$ cat config.mk
export PLATFORM = sky130hd
export DESIGN_NAME = alu_issue_wb
export DESIGN_NICKNAME = d
export VERILOG_FILES = /design/src/rtl/alu_issue_wb.sv
export SDC_FILE = /design/constraint.sdc
export NUM_CORES = 1
export LEC_CHECK = 0
export ABC_AREA = 1
export CORE_ASPECT_RATIO = 1.5
export CORE_MARGIN = 2
export CORE_UTILIZATION = 61
export DETAILED_ROUTE_END_ITERATION = 16
export PLACE_DENSITY = 0.86
export SYNTH_ARGS = -nofsm -noshare
export SYNTH_HDL_FRONTEND = slang
export SYNTH_SLANG_ARGS = --single-unit
$ cat constraint.sdc
create_clock -name clk -period 5.1 [get_ports clk]
set_input_delay 0.51 -clock clk [delete_from_list [all_inputs] [get_ports clk]]
set_output_delay 0.51 -clock clk [all_outputs]
set_load 0.01 [all_outputs]
$ cat src/rtl/alu_issue_wb.sv
// Register-file, PSW and sequencing stage around an external combinational ALU.
// One instruction is in flight at a time: IDLE -> OPER -> EXEC -> WB -> IDLE.
module alu_issue_wb #(
  parameter int unsigned NREG = 8,
  parameter int unsigned DW   = 16
) (
  input  logic          clk,
  input  logic          rst,
  input  logic          dec_valid,
  output logic          dec_ready,
  input  logic [4:0]    dec_instr,
  input  logic          dec_rc,
  input  logic [2:0]    dec_src,
  input  logic [2:0]    dec_dst,
  input  logic          dec_psw_upd,
  output logic [DW-1:0] alu_op1,
  output logic [DW-1:0] alu_op2,
  output logic [5:0]    alu_instr,
  output logic          alu_opt,
  output logic [15:0]   alu_psw_i,
  input  logic [DW-1:0] alu_result,
  input  logic [15:0]   alu_psw_o,
  output logic          wb_done,
  output logic          illegal,
  output logic [15:0]   psw,
  input  logic [2:0]    dbg_addr,
  output logic [DW-1:0] dbg_data
);

  typedef enum logic [1:0] {StIdle, StOper, StExec, StWb} state_e;

  state_e        state_q;
  logic [DW-1:0] rf_q [NREG];
  logic [DW-1:0] res_q;
  logic [15:0]   psw_q;
  logic [4:0]    instr_q;
  logic          rc_q;
  logic [2:0]    src_q;
  logic [2:0]    dst_q;
  logic          upd_q;

  logic          is_illegal;
  logic          no_reg_write;

  // Constant table selected when rc is set.
  function automatic logic [DW-1:0] const_val(input logic [2:0] idx);
    logic [DW-1:0] v;
    unique case (idx)
      3'd0:    v = '0;
      3'd1:    v = DW'(1);
      3'd2:    v = DW'(2);
      3'd3:    v = DW'(4);
      3'd4:    v = DW'(8);
      3'd5:    v = DW'(16);
      3'd6:    v = DW'(32);
      default: v = '1;
    endcase
    return v;
  endfunction

  // Decode of the latched op code for the write-back stage.
  always_comb begin
    is_illegal   = (instr_q[4:2] == 3'b111);
    // cmp (0101x) and bit (1001x) only update flags
    no_reg_write = is_illegal || (instr_q[4:1] == 4'b0101) || (instr_q[4:1] == 4'b1001);
  end

  // Sequencer, register file, PSW and registered ALU operands.
  always_ff @(posedge clk) begin
    if (rst) begin
      state_q <= StIdle;
      for (int i = 0; i < int'(NREG); i++) rf_q[i] <= '0;
      psw     <= '0;
      res_q   <= '0;
      psw_q   <= '0;
      alu_op1 <= '0;
      alu_op2 <= '0;
      instr_q <= '0;
      rc_q    <= 1'b0;
      src_q   <= '0;
      dst_q   <= '0;
      upd_q   <= 1'b0;
      wb_done <= 1'b0;
      illegal <= 1'b0;
    end else begin
      wb_done <= 1'b0;
      illegal <= 1'b0;
      unique case (state_q)
        StIdle: begin
          if (dec_valid) begin
            instr_q <= dec_instr;
            rc_q    <= dec_rc;
            src_q   <= dec_src;
            dst_q   <= dec_dst;
            upd_q   <= dec_psw_upd;
            state_q <= StOper;
          end
        end
        StOper: begin
          // Both operands read the pre-instruction register contents.
          alu_op1 <= rf_q[dst_q];
          alu_op2 <= rc_q ? const_val(src_q) : rf_q[src_q];
          state_q <= StExec;
        end
        StExec: begin
          res_q   <= alu_result;
          psw_q   <= alu_psw_o;
          wb_done <= 1'b1;
          illegal <= is_illegal;
          state_q <= StWb;
        end
        StWb: begin
          if (!no_reg_write) rf_q[dst_q] <= res_q;
          // ALU already passes PSW through when the update option is clear.
          if (!is_illegal) psw <= psw_q;
          state_q <= StIdle;
        end
        default: state_q <= StIdle;
      endcase
    end
  end

  // Handshake and pass-through outputs.
  always_comb begin
    dec_ready = (state_q == StIdle) && !rst;
    alu_instr = {1'b0, instr_q};
    alu_opt   = upd_q;
    alu_psw_i = psw;
    dbg_data  = rf_q[dbg_addr];
  end

endmodule

Word level (Yosys, flattened, before mapping)
Memory sizes are Yosys's and may differ from the RTL's. A register that Yosys moved wholly into a read port is not among the register bits.
Cells that the tools add are included.
W data, S select, Z words.
{"block": "op_classes", "n_mux": 16, "bitwise_logic": 2, "eq_ne": 13, "n_reduce_logical": 10}
{"operator": "$pmux W16 S7", "count": 1}
{"operator": "$mux W16", "count": 2}
{"operator": "$reduce_or A16 Y1", "count": 1}
{"operator": "$eq A3 B3 Y1 const B", "count": 4}
{"operator": "$mux W3", "count": 3}
{"operator": "$mux W1", "count": 8}
{"operator": "$pmux W2 S4", "count": 1}
{"operator": "$eq A3 B2 Y1 const B", "count": 2}
{"operator": "$eq A2 B2 Y1 const B", "count": 2}
{"operator": "$eq A4 B3 Y1 const B", "count": 1}
{"operator": "$eq A4 B4 Y1 const B", "count": 1}
{"operator": "$reduce_and A2 Y1", "count": 2}
{"operator": "$eq A3 B1 Y1 const B", "count": 1}
{"operator": "$logic_not A3 Y1", "count": 1}
{"operator": "$eq A2 B1 Y1 const B", "count": 1}
{"operator": "$logic_not A2 Y1", "count": 1}
{"operator": "$logic_or A1 B1 Y1", "count": 2}
{"operator": "$mux W2", "count": 1}
{"operator": "$ne A2 B2 Y1 const B", "count": 1}
{"operator": "$not A1 Y1", "count": 2}
{"operator": "$reduce_or A2 Y1", "count": 1}
{"operator": "$logic_and A1 B1 Y1", "count": 1}
{"operator": "$logic_not A1 Y1", "count": 1}
{"block": "totals", "mem_count": 1, "word_cells": 54, "ff_bits": 81, "ram_bits": 128, "out_inout_bits": 90, "inputBits": 51}
{"name": "rf_q", "depth": 8, "width": 16, "read_ports": 3, "rd_ports_with_merged_regs": 2, "wr": 8, "line_no": "33", "text": "logic [DW-1:0] rf_q [NREG];"}

Longest topological paths before layout
Gate-level depths: netlist (run 1).
{"block": "logic_depth", "ltp_word": 9, "mapped_depth": 9, "ltp_nobuf": 7}

Worst setup path after synthesis (run 1)
Ideal clock, no wire load.
{"block": "synth_path", "path_kind": "register -> register", "from": "register state_q[0]", "to": "memory rf_q[1][0] (enable)", "period_less_slack_ns": 1.968, "setup_ns": 0.372, "arrival_time_ns": 1.596, "n_path_buf": 1, "required_ns": 4.728, "stages_incl_launch_ff": 9, "path_slack_ns": 3.132, "cell_sequence": "dfxtp_1 ha_1 nand2_2 inv_4 nand3_4 nor2_4 nand2_2 buf_2 nand2_1"}
{"element": "start: declaration", "line_no": "32", "text": "state_e state_q;"}
{"element": "start signal: assignment", "line_no": "71", "text": "state_q <= StIdle;"}
{"element": "start signal: assignment", "line_no": "96", "text": "state_q <= StOper;"}
{"element": "start signal: assignment", "line_no": "103", "text": "state_q <= StExec;"}
{"element": "end: declaration", "line_no": "33"}

Worst setup path after layout (run 1)
{"block": "layout_path", "from": "input port dbg_addr[1]", "to": "output port dbg_data[5]"}
{"block": "layout_via", "elab_chain_len": 1}
{"element": "start: declaration", "line_no": "26", "text": "input logic [2:0] dbg_addr,"}
{"element": "$mem_v2 Z8 W16"}
{"element": "end: declaration", "line_no": "27", "text": "output logic [DW-1:0] dbg_data"}
Every way passes these cells.

==> flow_metrics.py, run 1 <==
metrics = {
    "floorplan": {
        "dieWidth_microns": 117.1,
        "rows": 62,
        "ios": 141,
        "fp.dieArea_sq_um": 20340,
        "start_util": 0.6159,
        "die_y_microns": 173.7,
        "core_sq_um": 19010,
    },
    "sta": {
        "fin_hold_ws_ns": 0.4919,
        "setup_viol": 0,
        "finalClockSkew_ns": 0.01269,
        "finalCriticalPeriod_ns": 3.821,
        "max_freq_mhz": 261.7,
        "maxSlewHeadroom": 0.1060,
        "drv_slew": 0,
        "rsz0062_at_grt": "false",
        "tns_ns": 0,
        "period_share": 0.7492,
        "worst_slew_pin_slew_ns": 1.337,
        "hold_viol": 0,
    },
    "clocking": {
        "clock_path_buffers": 3,
        "postCtsHoldBufs": 0,
        "cts_resized": 0,
        "cts_num_sinks": 228,
        "tritoncts": "built",
        "htreeDepth": 1,
        "cts_buffers": 22,
        "root_buffer": "clkbuf_16",
        "path_clk_slew_ns": 0.06,
        "cts_setup_buffers": 0,
        "insertion_delay_ns": 0.52,
    },
    "hold_path": {
        "whs_endpoint": "psw_q[9]",
        "min_path_cells": 2,
        "hold_class": "reg2reg",
        "min_from": "psw_q[9]",
    },
    "route": {
        "drt-initial-drc-count": 1889,
        "drcViolationCount": 0,
        "wirelength_microns": 37670,
        "firstDrtPassIters": 7,
        "ant_nets": 0,
        "via_per_inst": 6.108,
        "wl_per_cell_microns": 20.43,
        "num_vias": 11263,
    },
    "synth": {
        "synthSimpleGateAreaFrac": 0.2288,
        "synth-xor-area-share": 0,
        "syn_inst": 1518,
        "synth-seq-cells": 228,
        "yosysSeqAreaShare": 0.4994,
        "syn_nets": 1574,
        "ys_top_cells_by_area": "edfxtp_1 (33%), dfxtp_1 (17%), nor2_1 (8.7%)",
        "syn_avg_cell_area_sq_um": 7.711,
        "synth.area.mux_share": 0,
        "yosys.cell_count.top_type": "nor2_1",
        "ys_top_cells_by_count": "nor2_1 (272), nand2_1 (225), o21ai_0 (175)",
        "synth_edf_count": 128,
        "synthArstFlopShare": 0,
        "synth_flop_cell": "edfxtp_1",
        "yosysWarnings": 0,
        "synth-compound-area-share": 0.1706,
        "syn_area_sq_um": 11700,
        "netlist.area_leader.share": 0.3284,
        "ys_types": 30,
        "synth_top_area_cell": "edfxtp_1",
        "synth_fa_ha_area_frac": 0.005345,
        "synth_top_family_by_area": "simple AND/OR/NAND/NOR gates",
    },
    "grt": {
        "grt_pass1_vias": 10805,
        "grt_overflow": 0,
        "grt_pass1_wl_microns": 57620,
        "grt_use_total": 0.3732,
        "grt_antenna_before_repair": 0,
        "grt_max_degree": 98,
    },
    "worst_setup_path": {
        "critical_path_class": "in2out",
        "cp.required_ns": 4.59,
        "r2r_slack_ns": 2.01,
        "endpoint_kind": "output port",
        "crit_path_start_kind": "input pin",
        "r2r_cells": 4,
        "rr_endpoint": "rf_q[7][7]",
        "reg2reg_from": "dst_q[1]",
        "worstPathMaxFanout": 33,
        "worstPathArrival_ns": 3.31,
    },
    "run_status": {
        "status": "complete, no violations",
    },
    "pwr": {
        "peakVddDrop_mv": 0.3560,
        "finalPower_w": 0.006489,
        "leakagePower_nw": 5.301,
        "powerDensity_nw_per_um2": 473.8,
    },
    "cells_and_area": {
        "n_antenna_cell": 0,
        "num-nets-final": 1628,
        "drive_gt1_frac": 0.04282,
        "fillCellCount": 1464,
        "syn_to_final_growth_pct": 17.00,
    },
    "flow_run": {
        "cap_violations": 0,
    },
    "placement": {
        "detailed_place_hpwl_microns": 24390,
        "portBuffers": 139,
        "gp_congestion": 0.9755,
    },
}
state kept, by name (all words and copies together) (netlist names), 3 cells and up, named ones only:
signal / flops
src_q: 3
res_q: 16
dst_q: 3
alu_op2: 16
alu_op1: 16
rf_q: 128
instr_q: 5
psw_q: 16
alu_psw_i: 16
worst max-delay path by stage:
stage,from,end
after floorplan,state_q[0],rf_q[1][0]
after global placement,dbg_addr[1],dbg_data[13]
after detailed placement,dbg_addr[1],dbg_data[8]
after CTS,dbg_addr[1],dbg_data[8]
after global routing,dbg_addr[1],dbg_data[14]
final,dbg_addr[1],dbg_data[5]
critical path: stages:
cell and delay, ns:
clkdlybuf4s50_1 0.45, buf_4 0.39, inv_1 0.63, a21oi_1 0.36, o21ai_0 0.13, nand2_1 0.10
o21a_1 0.16, clkdlybuf4s50_1 0.56
cell usage in the layout, fill, tap and decap left out, types with 2 or more instances in the layout:
master	instances
dfxtp_1	98
bufinv_16	3
inv_1	128
clkbuf_16	23
clkbuf_1	4
edfxtp_1	128
clkinv_2	3
ha_1	4
o211ai_1	48
nand2_1	225
clkdlybuf4s50_1	138
buf_4	9
o21ai_0	175
nand3_1	131
a21oi_1	121
nor2_4	4
nor3_1	3
nand2_2	9
dfxtp_2	2
nor2_1	272
clkinv_1	22
inv_2	6
o21a_1	17
clkbuf_8	3
power breakdown:
part | switching [W] | internal, W | total, W
logic | 0.00151 | 0.000798 | 0.00231
registers | 0.000225 | 0.00225 | 0.00248
clock network | 0.000688 | 0.00102 | 0.00171
total | 0.00242 | 0.00407 | 0.00649
kinds of logic (layout without fill, tap and decap cells):
group | Yosys count | in the layout
adder cells (fa/ha/maj) | 5 | 5
AO/OA/AOI/OAI | 365 | 365
other | 1 | 1
AND/OR/NAND/NOR | 648 | 648
flip-flops | 228 | 228
buffers and inverters | 271 | 341
per-stage QoR:
step / instances / utilization / setup WS (ns) / instance area (sq um)
floorplan: 1518 / - / 3.132 / 11710
global placement: 1804 / 0.6810 / 1.502 / 12940
detailed placement: 1804 / 0.6810 / 1.393 / 12940
CTS: 1844 / 0.7205 / 1.375 / 13690
global route: 1844 / 0.7205 / 1.108 / 13690
finish: 1844 / 0.7205 / 1.279 / 13690
area by class of cell:
cell class | count | area [sq um] | share of cell area
inverter | 153 | 576.8 | 0.04212
clock inverter | 10 | 120.1 | 0.008771
clock buffer | 30 | 631.9 | 0.04614
tap | 256 | 320.3 | 0.02339
sequential | 228 | 5848 | 0.4270
multi-input combinational | 1019 | 4743 | 0.3464
timing repair buffer | 148 | 1454 | 0.1062
per-layer routing:
metal / global-route usage / vias up / routed length (microns)
met2: 0.5845 / 905 / 17160
li1: - / 5119 / -
met4: 0.2740 / 0 / 3261
met1: 0.4314 / 4985 / 12340
met3: 0.1003 / 254 / 4902
met5: 0 / - / 0
Note: power is estimated with default switching activity, not from simulation.
==> run 2: changes to the inputs <==
--- a/config.mk
+++ b/config.mk
@@ -8,9 +8,9 @@
 export ABC_AREA = 1
 export CORE_ASPECT_RATIO = 1.5
 export CORE_MARGIN = 2
-export CORE_UTILIZATION = 61
+export CORE_UTILIZATION = 56
 export DETAILED_ROUTE_END_ITERATION = 16
-export PLACE_DENSITY = 0.86
+export PLACE_DENSITY = 0.8
 export SYNTH_ARGS = -nofsm -noshare
 export SYNTH_HDL_FRONTEND = slang
 export SYNTH_SLANG_ARGS = --single-unit
==> constraint.sdc (replaced) <==
create_clock -name clk -period 3.6 [get_ports clk]
set_input_delay 0.36 -clock clk [delete_from_list [all_inputs] [get_ports clk]]
set_output_delay 0.36 -clock clk [all_outputs]
set_load 0.01 [all_outputs]
==> run 2 against run 1 <==
Flip-flop and latch count unchanged. Clock skew decreased by 0.0021 ns. First-iteration DRC count down 16%. Register-to-register slack lost 1.0 ns. Critical path depth down 1. Clock power up 30%. Critical endpoint is now dbg_data[0]. Highest routed layer unchanged.
==> flow_metrics.py, run 2 (same netlist as run 1, synthesis figures left out) <==
metrics = {
    "clocking": {
        "cts_buffers": 22,
        "cts_resized": 0,
        "cts_num_sinks": 228,
        "clock_path_buffers": 3,
        "cts_setup_buffers": 0,
        "postCtsHoldBufs": 0,
        "tritoncts": "built",
        "insertion_delay_ns": 0.51,
        "path_clk_slew_ns": 0.06,
        "htreeDepth": 1,
        "root_buffer": "clkbuf_16",
    },
    "cells_and_area": {
        "final_common_cell": "nor2_1",
        "final_cell_mix": "nor2_1 (272), nand2_1 (225), o21ai_0 (175)",
        "largest_reg_flops": 128,
        "multiInputGateArea_sq_um": 4743,
        "fillCellCount": 1796,
        "finish.utilization": 0.6729,
        "top_register": "rf_q",
        "final_area_sq_um": 13740,
        "drive_gt1_frac": 0.04813,
        "num-nets-final": 1640,
        "regArea_sq_um": 5848,
        "n_antenna_cell": 0,
        "syn_to_final_growth_pct": 17.38,
    },
    "pwr": {
        "powerDensity_nw_per_um2": 663.4,
        "peakVddDrop_mv": 0.5282,
        "clock_power_share": 0.245,
        "p_int_w": 0.005606,
        "combPwrFrac": 0.377,
        "pwr-share-seq": 0.378,
        "power.switching_w": 0.003508,
        "swShare": 0.3849,
        "leakagePower_nw": 5.329,
    },
    "sta": {
        "finalClockSkew_ns": 0.01059,
        "tns_ns": 0,
        "max_freq_mhz": 333.5,
        "worst_slew_pin_slew_ns": 1.059,
        "rsz0062_at_grt": "false",
        "drv_slew": 0,
        "maxSlewHeadroom": 0.2930,
        "fin_ws_ns": 0.6015,
        "finalCriticalPeriod_ns": 2.998,
        "hold_viol": 0,
        "period_share": 0.8329,
        "setup_viol": 0,
    },
    "placement": {
        "gp_congestion": 1.010,
        "pre_cts_slack_ns": 0.7469,
        "placed_area_sq_um": 13060,
        "detailed_place_hpwl_microns": 28260,
        "portBuffers": 139,
    },
    "run_status": {
        "status": "complete, no violations",
    },
    "route": {
        "firstDrtPassIters": 9,
        "drcViolationCount": 0,
        "wirelength_microns": 41320,
        "wl_per_cell_microns": 22.17,
        "via_per_inst": 6.056,
        "num_vias": 11289,
        "drt-initial-drc-count": 1583,
        "ant_nets": 0,
    },
    "worst_setup_path": {
        "crit_path_start_kind": "input pin",
        "worstPathMaxFanout": 32,
        "crit_top_cell": "clkdlybuf4s50_1",
        "crit_buf_inv": 3,
        "rr_endpoint": "rf_q[2][14]",
        "slowest_stage": "clkdlybuf4s50_1",
        "r2r_cells": 4,
        "critPathTopFamily": "buffers and inverters",
        "crit_chain": "clkdlybuf4s50_1, inv_1, a21oi_1, o21ai_0, nand3_1, o21a_1, clkdlybuf4s50_1",
        "reg2reg_from": "dst_q[1]",
        "endpoint_kind": "output port",
        "r2r_slack_ns": 0.96,
        "critical_path_class": "in2out",
        "max_stage_delay_ns": 0.55,
        "worstPathArrival_ns": 2.64,
        "cp.required_ns": 3.24,
    },
    "hold_path": {
        "min_path_cells": 3,
        "min_from": "alu_psw_o[3]",
        "hold_class": "in2reg",
        "whs_endpoint": "psw_q[3]",
    },
    "floorplan": {
        "rows": 64,
        "core_sq_um": 20420,
        "fp.dieArea_sq_um": 22100,
        "die_y_microns": 181.1,
        "dieWidth_microns": 122.0,
        "start_util": 0.5732,
        "ios": 141,
    },
    "grt": {
        "grt_pass1_vias": 10562,
        "grt_max_degree": 97,
        "grt_overflow": 0,
        "grt_use_total": 0.3742,
        "grt_antenna_before_repair": 0,
        "grt_pass1_wl_microns": 61790,
    },
    "flow_run": {
        "cap_violations": 0,
    },
}
## run 2: routing by layer
metal	wire [microns]	share of wire	up-vias	global-route usage
li1	-	-	5144	-
met1	13920	0.34	5083	0.4281
met2	19580	0.47	835	0.6163
met3	3668	0.089	227	0.05713
met4	4144	0.10	0	0.2929
met5	0	0	-	0
## run 2: cell type report
cell class	instances	share of cell area
Clock buffer	28	0.04399
Clock inverter	12	0.005828
Inverter	153	0.04198
Multi-Input combinational cell	1019	0.3452
Sequential cell	228	0.4256
Tap cell	264	0.02404
Timing Repair Buffer	160	0.1133
## run 2: tightest hold or removal path, stage by stage
cell	delay, ns
clkdlybuf4s50_1	0.39
nor2_1	0.10
nor2_1	0.05
## run 2: power groups by stage
stage                     registers, W  logic, W  clock network (W)
after global routing           0.00349   0.00369            0.00233
after global placement         0.00348   0.00328                  0
after CTS                      0.00344   0.00333            0.00223
after detailed placement       0.00349   0.00332                  0
final                          0.00345   0.00343            0.00223
after floorplan                0.00353   0.00184                  0
## run 2: worst max path at each step
stage          cells after the start  slack [ns]         from          end
5_1_grt                            7        0.54  dbg_addr[1]  dbg_data[5]
3_5_place_dp                       7        0.75  dbg_addr[1]  dbg_data[0]
6_report                           7        0.60  dbg_addr[1]  dbg_data[0]
2_1_floorplan                      8        1.63   state_q[0]   rf_q[1][0]
3_3_place_gp                       7        0.77  dbg_addr[1]  dbg_data[5]
4_1_cts                            7        0.65  dbg_addr[1]  dbg_data[0]
## run 2: through the flow
step | power [W] | instances | hold WS (ns)
finish | 0.009114 | 1864 | 0.4337
global route | 0.009507 | 1864 | 0.4420
CTS | 0.009010 | 1864 | 0.4272
detailed placement | 0.006809 | 1824 | 0.4759
global placement | 0.006756 | 1824 | 0.4683
floorplan | 0.005371 | 1518 | 0.4324
==> run 3: changes to the inputs <==
--- a/config.mk
+++ b/config.mk
@@ -8,9 +8,9 @@
 export ABC_AREA = 1
 export CORE_ASPECT_RATIO = 1.5
 export CORE_MARGIN = 2
-export CORE_UTILIZATION = 56
+export CORE_UTILIZATION = 51
 export DETAILED_ROUTE_END_ITERATION = 16
-export PLACE_DENSITY = 0.8
+export PLACE_DENSITY = 0.77
 export SYNTH_ARGS = -nofsm -noshare
 export SYNTH_HDL_FRONTEND = slang
 export SYNTH_SLANG_ARGS = --single-unit
==> constraint.sdc (replaced) <==
create_clock -name clk -period 2.5 [get_ports clk]
set_input_delay 0.25 -clock clk [delete_from_list [all_inputs] [get_ports clk]]
set_output_delay 0.25 -clock clk [all_outputs]
set_load 0.01 [all_outputs]
==> run 3 against run 2 <==
Sequential share of layout area fell by 1.1 points. Sequential power rose by 43%. Wire length fell by 6.0%. Via count fell by 0.92%. Global-route usage fell by 5.6 points. Clock-buffer cell count rose by 5. Critical path depth did not move. Die area rose by 9.5%. Hold slack got worse by 0.12 ns. Flip-flop and latch count did not move.
==> flow_metrics.py, run 3 (same netlist as run 1, synthesis figures left out) <==
metrics = {
    "run_status": {
        "status": "complete, no violations",
    },
    "grt": {
        "grt_use_total": 0.3186,
        "grtUsageMet3": 0.05146,
        "grt_pass1_wl_microns": 58820,
        "grt_antenna_before_repair": 0,
        "gr-max-usage-layer": "met2",
        "met2_usage": 0.5561,
        "use_met1": 0.3621,
        "grt_max_degree": 98,
        "grt_pass1_vias": 10785,
        "grt_overflow": 0,
    },
    "cells_and_area": {
        "final_area_sq_um": 14110,
        "final_cell_count_no_fill": 1911,
        "final_common_cell": "nor2_1",
        "n_antenna_cell": 0,
        "drive_gt1_frac": 0.07034,
        "syn_to_final_growth_pct": 20.58,
        "final_cell_mix": "nor2_1 (272), nand2_1 (225), o21ai_0 (175)",
        "largest_reg_flops": 128,
        "finish.utilization": 0.6282,
        "num-nets-final": 1675,
        "top_register": "rf_q",
    },
    "placement": {
        "portBuffers": 139,
        "placed_cells": 1870,
        "detailed_place_hpwl_microns": 25990,
        "gp_congestion": 0.9725,
        "placed_area_sq_um": 13400,
        "pre_cts_slack_ns": 0.2087,
    },
    "pwr": {
        "leakagePower_nw": 5.535,
        "powerDensity_nw_per_um2": 935.1,
        "peakVddDrop_mv": 0.7038,
    },
    "clocking": {
        "cts_buffers": 23,
        "cts_resized": 0,
        "root_buffer": "clkbuf_16",
        "cts_num_sinks": 228,
        "insertion_delay_ns": 0.52,
        "tritoncts": "built",
        "clock_path_buffers": 3,
        "cts_setup_buffers": 0,
        "postCtsHoldBufs": 0,
        "path_clk_slew_ns": 0.06,
        "htreeDepth": 1,
    },
    "worst_setup_path": {
        "slowest_stage": "clkdlybuf4s50_1",
        "endpoint_kind": "output port",
        "crit_top_cell": "clkdlybuf4s50_1",
        "crit_chain": "clkdlybuf4s50_1, buf_4, a21oi_1, o21ai_0, nand2_1, o21a_1, clkdlybuf4s50_1",
        "worstPathArrival_ns": 2.10,
        "cp.required_ns": 2.25,
        "rr_endpoint": "alu_op2[1]",
        "r2r_cells": 6,
        "worstPathMaxFanout": 16,
        "r2r_slack_ns": 0.53,
        "max_stage_delay_ns": 0.53,
        "crit_path_start_kind": "input pin",
        "critical_path_class": "in2out",
    },
    "floorplan": {
        "fp.dieArea_sq_um": 24200,
        "die_y_microns": 189.5,
        "rows": 67,
        "ios": 141,
        "start_util": 0.5210,
        "core_sq_um": 22470,
        "dieWidth_microns": 127.7,
    },
    "hold_path": {
        "hold_class": "in2reg",
        "min_from": "alu_psw_o[4]",
        "min_path_cells": 3,
        "whs_endpoint": "psw_q[4]",
    },
    "route": {
        "drcViolationCount": 0,
        "wirelength_microns": 38830,
        "ant_nets": 0,
        "wl_per_cell_microns": 20.32,
        "firstDrtPassIters": 6,
        "via_per_inst": 5.853,
        "num_vias": 11185,
        "drt-initial-drc-count": 1313,
    },
    "flow_run": {
        "cap_violations": 0,
    },
    "sta": {
        "finalCriticalPeriod_ns": 2.354,
        "tns_ns": 0,
        "hold_viol": 0,
        "setup_viol": 0,
        "worst_slew_pin_slew_ns": 0.8695,
        "finalClockSkew_ns": 0.01048,
        "max_freq_mhz": 424.8,
        "period_share": 0.9417,
        "fin_ws_ns": 0.1458,
        "maxSlewHeadroom": 0.4197,
        "rsz0062_at_grt": "false",
        "drv_slew": 0,
    },
}
run 3: cell count changes in the layout (fill, tap and decap cells not counted), sizes merged:
cell	before	now
buf	22	56
clkbuf	28	33
clkinv	28	24
clkinvlp	1	0
inv	135	136
run 3: worst max-delay path: cells and delay by family:
| kind | cells | cell delay, ns |
|---|---|---|
| AOI/OAI and AO/OA | 3 | 0.43 |
| buffers and inverters | 3 | 1.32 |
| and+or+nand+nor | 1 | 0.10 |
run 3: stage by stage:
stage	hold slack (ns)	total power, W
floorplan	0.3224	0.007735
global placement	0.4703	0.009736
detailed placement	0.4779	0.009823
CTS	0.3114	0.01314
global route	0.3365	0.01381
finish	0.3161	0.01320
run 3: per-layer routing:
layer,wire length [microns],vias up
li1,-,5225
met1,13480,5069
met2,18910,687
met3,3569,204
met4,2865,0
met5,0,-
run 3: cell type report:
| class | instances | area, sq um |
|---|---|---|
| sequential | 228 | 5848 |
| clock buffer | 33 | 643.1 |
| tap | 276 | 345.3 |
| inverter | 153 | 576.8 |
| multi-input combinational | 1019 | 4743 |
| timing repair buffer | 194 | 1887 |
| clock inverter | 8 | 70.07 |
| fill | 1938 | 8353 |
run 3: how the worst max path moves through the flow:
stage                start            to  slack [ns]
2_1_floorplan   state_q[0]    rf_q[1][0]        0.53
3_3_place_gp   dbg_addr[1]  dbg_data[14]        0.21
3_5_place_dp   dbg_addr[1]   dbg_data[6]        0.21
4_1_cts         rf_q[0][6]   dbg_data[6]        0.19
5_1_grt        dbg_addr[1]  dbg_data[13]        0.06
6_report       dbg_addr[1]   dbg_data[6]        0.15
run 3: report_power, final:
group	switching, W	internal [W]	total [W]
Combinational	0.00313	0.00178	0.00490
Sequential	0.000360	0.00459	0.00495
Clock	0.00144	0.00190	0.00334
Total	0.00493	0.00827	0.0132
